==> config.mk <==
export PLATFORM = sky130hd
export DESIGN_NAME = dlx_fetch_unit
export DESIGN_NICKNAME = d
export VERILOG_FILES = /design/src/rtl/dlx_fetch_unit.sv
export SDC_FILE = /design/constraint.sdc
export NUM_CORES = 1
export LEC_CHECK = 0
export ABC_CLOCK_PERIOD_IN_PS = 9300
export CAP_MARGIN = 20
export CORE_MARGIN = 2
export CORE_UTILIZATION = 45
export DETAILED_ROUTE_END_ITERATION = 10
export PLACE_DENSITY = 0.79
export SYNTH_ARGS = -nofsm -noshare
export SYNTH_HDL_FRONTEND = slang
export SYNTH_SLANG_ARGS = --single-unit
==> constraint.sdc <==
create_clock -name clock -period 9.3 [get_ports clock]
set_input_delay 0.93 -clock clock [delete_from_list [all_inputs] [get_ports clock]]
set_output_delay 0.93 -clock clock [all_outputs]
set_load 0.1 [all_outputs]
==> src/rtl/dlx_fetch_unit.sv <==
// ---------------------------------------------------------------------------
// dlx_fetch_unit
//
// Instruction-fetch front end of the DLX pipeline. It drives the address of a
// synchronous instruction ROM, collects the returned words into a small
// circular instruction queue (each word tagged with its PC), and presents the
// queue head to decode as a valid/ready stream. A taken branch/jump from
// execute flushes the queue and the in-flight fetch and restarts fetching at
// the target.
//
// Ports:
//   clock          rising-edge clock
//   reset          asynchronous, active-high reset
//   pc_o           ROM address (ROM samples it each edge, data next cycle)
//   inst_in        ROM read data for the address sampled at the previous edge
//   redirect_i     taken branch/jump this cycle
//   redirect_pc_i  redirect target (bits [1:0] are dropped)
//   id_ready_i     decode accepts the head entry this cycle
//   if_valid_o     queue head is valid
//   if_inst_o      head instruction (NOP_WORD when empty)
//   if_pc_o        head instruction address (0 when empty)
//   if_npc_o       if_pc_o + 4
//   misalign_o     one-cycle pulse: redirect target was not word aligned
// ---------------------------------------------------------------------------
module dlx_fetch_unit #(
  parameter logic [31:0] RESET_PC = 32'h0000_0000,
  parameter int          DEPTH    = 2,
  parameter logic [31:0] NOP_WORD = 32'h0000_0000
) (
  input  logic        clock,
  input  logic        reset,
  output logic [31:0] pc_o,
  input  logic [31:0] inst_in,
  input  logic        redirect_i,
  input  logic [31:0] redirect_pc_i,
  input  logic        id_ready_i,
  output logic        if_valid_o,
  output logic [31:0] if_inst_o,
  output logic [31:0] if_pc_o,
  output logic [31:0] if_npc_o,
  output logic        misalign_o
);

  localparam int PW = (DEPTH > 1) ? $clog2(DEPTH) : 1;  // pointer width
  localparam int CW = $clog2(DEPTH + 1);                // count width
  localparam int OW = CW + 1;                           // occupancy width

  // Queue storage
  logic [31:0] inst_mem [DEPTH];
  logic [31:0] pc_mem   [DEPTH];

  // Control state
  logic [31:0]   pc_q;
  logic [31:0]   issued_pc_q;
  logic          inflight_q;
  logic [PW-1:0] head_q;
  logic [PW-1:0] tail_q;
  logic [CW-1:0] count_q;
  logic          misalign_q;

  // Per-cycle decisions
  logic          pop;
  logic          push;
  logic          issue;
  logic [OW-1:0] occupancy;

  function automatic logic [PW-1:0] ptr_inc(input logic [PW-1:0] p);
    return (p == PW'(DEPTH - 1)) ? '0 : p + PW'(1);
  endfunction

  // Occupancy after this edge's pop, counting the word still in flight from
  // the ROM. Issuing only while it is below DEPTH guarantees every returned
  // word has a free slot, so the queue can never overflow.
  // NOTE: every signal assigned in always_comb gets a default first, so no
  // path leaves it unassigned and no latch is inferred.
  always_comb begin
    pop       = 1'b0;
    push      = 1'b0;
    issue     = 1'b0;
    occupancy = '0;
    if (!redirect_i) begin
      pop       = if_valid_o & id_ready_i;
      push      = inflight_q;
      occupancy = OW'(count_q) + OW'(inflight_q) - OW'(pop);
      issue     = (occupancy <= OW'(DEPTH - 1));
    end
  end

  // Fetch PC, in-flight tracking and queue pointers.
  // NOTE: sequential state is written only with non-blocking assignments so
  // every flop samples pre-edge values regardless of statement order.
  always_ff @(posedge clock or posedge reset) begin
    if (reset) begin
      pc_q        <= RESET_PC;
      issued_pc_q <= '0;
      inflight_q  <= 1'b0;
      head_q      <= '0;
      tail_q      <= '0;
      count_q     <= '0;
      misalign_q  <= 1'b0;
    end else begin
      misalign_q <= redirect_i & (|redirect_pc_i[1:0]);
      if (redirect_i) begin
        // Flush: drop queued entries and the word the ROM returns next cycle.
        pc_q       <= {redirect_pc_i[31:2], 2'b00};
        inflight_q <= 1'b0;
        head_q     <= '0;
        tail_q     <= '0;
        count_q    <= '0;
      end else begin
        inflight_q <= issue;
        if (issue) begin
          issued_pc_q <= pc_q;
          pc_q        <= pc_q + 32'd4;
        end
        if (push) tail_q <= ptr_inc(tail_q);
        if (pop)  head_q <= ptr_inc(head_q);
        case ({push, pop})
          2'b10:   count_q <= count_q + CW'(1);
          2'b01:   count_q <= count_q - CW'(1);
          default: count_q <= count_q;
        endcase
      end
    end
  end

  // NOTE: queue storage carries no reset; count_q alone decides which slots
  // are meaningful, and the outputs mask the head while the queue is empty.
  always_ff @(posedge clock) begin
    if (push) begin
      inst_mem[tail_q] <= inst_in;
      pc_mem[tail_q]   <= issued_pc_q;
    end
  end

  assign pc_o       = pc_q;
  assign misalign_o = misalign_q;
  assign if_valid_o = (count_q != '0);
  assign if_inst_o  = if_valid_o ? inst_mem[head_q] : NOP_WORD;
  assign if_pc_o    = if_valid_o ? pc_mem[head_q] : 32'h0000_0000;
  assign if_npc_o   = if_pc_o + 32'd4;

endmodule

After elaboration in Yosys (flattened, before gate mapping)
Memories as Yosys holds them, arrays and structs flattened. Index checks and enable logic that the tools add are counted.

Bits in registers: 70. Bits in latches: 0. Memory bits (writable): 128. Bits in read-only memories: 0. Input port bits: 68. Output and inout port bits: 130. Logic and storage cells: 48. Memories: 2.

$add $sub $neg: 8. Multiply operators: 0. Divide/modulo/power cells: 0. Order comparisons: 1. Equality and inequality tests: 2. Shift-type cells: 0. Multiplexer cells: 18. Bitwise logic cells: 3. Reductions and logical operators: 7.

Memories: inst_mem (depth 2, width 32, rd ports 1, clocked after Yosys merged registers in 0, wr ports 1, line 49) `logic [31:0] inst_mem [DEPTH];`; pc_mem (depth 2, width 32, rd ports 1, clocked after Yosys merged registers in 0, wr ports 1, line 50) `logic [31:0] pc_mem [DEPTH];`.

Operator list (count): 2-to-1 mux 32 bit (4); adder 32 x 3 -> 32 bit (second input constant) (2); 2-to-1 mux 1 bit (12); nonzero test 2 bit (4); case mux 2 bit (2 select lines) (1); adder 2 x 1 -> 3 bit (1); less-or-equal comparator 3 x 1 -> 1 bit (second input constant) (1); nonzero test 3 bit (1); subtractor 3 x 1 -> 3 bit (1); adder 1 bit (second input constant) (2); adder 2 x 1 -> 2 bit (second input constant) (1); AND 1 bit (2); == test 2 x 1 -> 1 bit (second input constant) (1); == test 2 bit (second input constant) (1); 2-to-1 mux 2 bit (1); AND reduction 2 bit (1); OR reduction 2 bit (1); subtractor 2 x 1 -> 2 bit (second input constant) (1); NOT 1 bit (1).

Depth between registers and ports, before layout
Depth in word-level cells: 7. Depth in mapped cells: 14. Gate-level depth less buffers: 11.

Worst setup path after synthesis
Ideal clock, no wire load.

Kind: register to output. Start point: reg head_q. End point: out if_npc_o[30]. Arrival: 5.651 ns. Required time: 8.370 ns. Path slack: 2.719 ns. Stages on the path, launching flop included: 15. Path buffers: 7. Cell sequence: dfrtp_1 -> buf_6 -> buf_12 -> buf_6 -> buf_6 -> buf_2 -> buf_2 -> buf_2 -> mux2i_1 -> nor2_1 -> ha_1 -> nand4_2 -> nor2_1 -> nand4_1 -> xnor2_1.

Word-level cells in the longest chain between the ends: 3.

RTL lines: start: declaration (line 56) `logic [PW-1:0] head_q;`; start signal: assignment (line 117) `if (pop) head_q <= ptr_inc(head_q);`; memory read (2 x 32 bit); 2-to-1 mux 32 bit (line 140) `assign if_pc_o = if_valid_o ? pc_mem[head_q] : 32'h0000_0000;`; net if_pc_o[3] (line 39) `output logic [31:0] if_pc_o,`; adder 32 x 3 -> 32 bit (line 141) `assign if_npc_o = if_pc_o + 32'd4;`; end: declaration (line 40) `output logic [31:0] if_npc_o,`.

The timed path passes the listed nets, and every way through them passes these cells.

Worst setup path in the final report
Start point: reg head_q. End point: out if_npc_o[29].

Word-level cells in the longest chain between the ends: 3.

RTL lines (line): memory read (2 x 32 bit); 2-to-1 mux 32 bit (140); adder 32 x 3 -> 32 bit (141).

Every way passes these cells.

==> results.cfg <==
[status]
status = completed

[synth]
synthesized_area_um2 = 8540
syn-instance-count = 650
yosysSeqAreaShare = 0.629
synthFlopType = sky130_fd_sc_hd__edfxtp_1
netlist.top_cell.by_area = sky130_fd_sc_hd__edfxtp_1
yosys.cell_types.count = 48
synth_enable_flop_cells = 124
synth_most_common_cell = sky130_fd_sc_hd__edfxtp_1
ys_async_sr_fraction = 0.347
yosys_register_bits = 190
synth.top_cell.area_share = 0.436
synthesis.yosys.warnings = 0
ys_top_cells_by_count = sky130_fd_sc_hd__edfxtp_1, sky130_fd_sc_hd__nor2_1, sky130_fd_sc_hd__dfrtp_1
syn-mean-instance-area_um2 = 13.1
largest_cells_by_area_after_synthesis = sky130_fd_sc_hd__edfxtp_1, sky130_fd_sc_hd__dfrtp_1, sky130_fd_sc_hd__mux2i_1, sky130_fd_sc_hd__mux2_2, sky130_fd_sc_hd__xnor2_1

[routing]
num_vias = 5541
drt-pass1-iter-count = 5
wl_per_cell_um = 17.4
post_drt_via_cell_ratio = 5.11
detail_route.drc_violations = 0
drt_wl_total_um = 18800
detailed_router_s_first_iteration_violation_count = 307
antenna_left = 0

[placement]
place.detailed.hpwl_um = 13100
gp_congestion = 0.800
placed_cell_area_um2 = 10600
place.port_buffers = 191
dp_worst_setup_slack_ns = 3.98
post-place-cells = 1053

[cells_and_area]
area.growth.synth_to_final_pct = 31.4
fin_util = 0.602
nets = 910
layout-drive-gt1-share = 0.116
final-instance-count-excl-fill = 1085
final_area_um2 = 11200
insertedDiodeCount = 0

[grt]
grt_start_max_net_pins = 73
wire_length_of_the_first_global_routing_pass_um = 29200
grt_antenna_before_repair = 0
overall_global_routing_resource_usage = 0.188
grt-ovfl-total = 0
via_count_of_the_first_global_routing_pass = 5410

[floorplanning]
core_region_area_um2 = 18600
placement_rows = 50
floorplan.die_area_um2 = 20100
die_height_um = 142
initial_core_util = 0.458
top_level_pins = 198
die_width_um = 142

[timing]
final.setup.worst_slack_ns = 3.56
setup_viol = 0
timing.slew.headroom = 0.291
setup_tns_ns = 0
period_share = 0.617
skew_ns = 0.00872
final_hold_viol_count = 0
setup_repair_after_global_routing_missed_its_margin = false
finalHoldWorstSlack_ns = 0.477
measured_slew_at_the_worst_slew_check_pin_ns = 1.06
clock.fmax_mhz = 174
final-max-slew-violation-count = 0
finalWorstPathRequiredPeriod_ns = 5.74

[power]
power_leakage_nw = 3.99
totalPowerFinal_mw = 2.65
power.density_cell_area_nw_per_um2 = 236
vdd.ir_drop.worst_mv = 0.143

[worst_setup_path]
start_kind = flop
arrival_time_of_data_at_the_critical_path_endpoint_ns = 4.81
crit_type = reg2out
timing.critical_path.fanout_max = 43
worstSetupEndpointType = output port
cp.required_ns = 8.37

[clocking]
cts_tree = done
clkTransAtPathRegs_ns = 0.07
cts_inserted_buffers = 17
clock_latency_on_the_worst_skew_pair_ns = 0.43
cts_resized = 0
cts.hold.buffers_added = 0
clock_sink_count = 190
clock-root-buffer = sky130_fd_sc_hd__clkbuf_16
max-clock-path-buffers = 2
htree_levels = 4
cts_setup_buffers = 0

[worst_hold_path]
hp-class = reg2reg

[job]
drv.max_cap_violation_count = 0
## logic make-up (layout without fill, tap and decap cells)
logic type	after synthesis	count (layout)	share of synthesized area
buf+inv	43	239	0.0281
xor+xnor	61	61	0.0625
fa+ha+maj	4	4	0.00674
mux	95	95	0.116
flops	190	190	0.629
compound gates	41	41	0.0278
simple gates	215	215	0.129
other cells	1	6	0.000439
## critical path, stage by stage, from the launching register on
cell and delay, ns:
sky130_fd_sc_hd__dfrtp_4 0.83, sky130_fd_sc_hd__buf_4 0.62, sky130_fd_sc_hd__mux2i_1 0.21, sky130_fd_sc_hd__a211oi_2 0.24
sky130_fd_sc_hd__nand3b_1 0.21, sky130_fd_sc_hd__or3_1 0.54, sky130_fd_sc_hd__nor4_4 0.33, sky130_fd_sc_hd__xor2_1 0.17
sky130_fd_sc_hd__clkdlybuf4s50_1 1.15
## metal layers
layer	vias to the layer above	wire length (um)	GRT usage
li1	2692	-	-
met1	2645	8570	0.254
met2	182	8780	0.303
met3	22	1230	0.0469
met4	0	265	0.0563
met5	-	0	0
## layout make-up
| cell class | count | area (um2) |
|---|---|---|
| clock inverters | 15 | 179 |
| fillers | 1508 | 7410 |
| well taps | 234 | 293 |
| multi-input cells | 422 | 2960 |
| flip-flops and latches | 190 | 5380 |
| clock buffers | 17 | 425 |
| repair buffers | 198 | 1960 |
| inverters | 9 | 33.8 |
## flip-flops by register name, indices dropped and copies added (netlist names)
name,flops
pc_mem,60
tail_q,1
inflight_q,1
pc_o,30
misalign_o,1
issued_pc_q,30
inst_mem,64
count_q,2
head_q,1
## layout by cell type (no fill, tap or decap), drive strengths merged, types with 2 or more instances in the layout
cell	Yosys	final
or3	2	2
clkinvlp	0	4
mux2	33	33
clkbuf	12	17
xor2	30	30
edfxtp	124	124
bufinv	0	2
buf	22	8
a211oi	3	3
nand3	26	26
clkdlybuf4s50	0	190
a21oi	2	2
clkinv	0	3
conb	1	6
nor2b	2	2
nand4	12	12
or2	2	2
nor4	5	5
and2	5	5
ha	3	3
nor2	76	76
nand3b	5	5
nor3	12	12
inv	9	15
nor3b	2	2
xnor2	31	31
nand2	53	53
and3	5	5
mux2i	62	62
and4	5	5
dfrtp	66	66
o21ai	33	33
## worst paths after layout
kind | depth (start not counted) | slack, ns | endpoint | start
hold / removal | 0 | 0.48 | pc_mem[1][12]$_DFFE_PP_ | issued_pc_q[12]$_DFFE_PP0P_
hold reg to reg | 0 | 0.48 | pc_mem[1][12]$_DFFE_PP_ | issued_pc_q[12]$_DFFE_PP0P_
setup reg to reg | 10 | 6.05 | pc_o[24]$_DFFE_PP0P_ | count_q[1]$_DFFE_PP0P_
setup / recovery | 8 | 3.56 | if_npc_o[29] | head_q$_DFFE_PP0P_
min in group asynchronous | 3 | 1.05 | pc_o[10]$_DFFE_PP0P_ | reset
max in group asynchronous | 3 | 7.62 | head_q$_DFFE_PP0P_ | reset
## where the power goes
group          switching (mW)  internal, mW  leakage [nW]
Sequential             0.0782          1.01          1.94
Combinational           0.612         0.214          1.76
Clock                   0.334         0.406         0.283
Total                    1.02          1.63          3.99
Power figures use the tool's default switching activity.
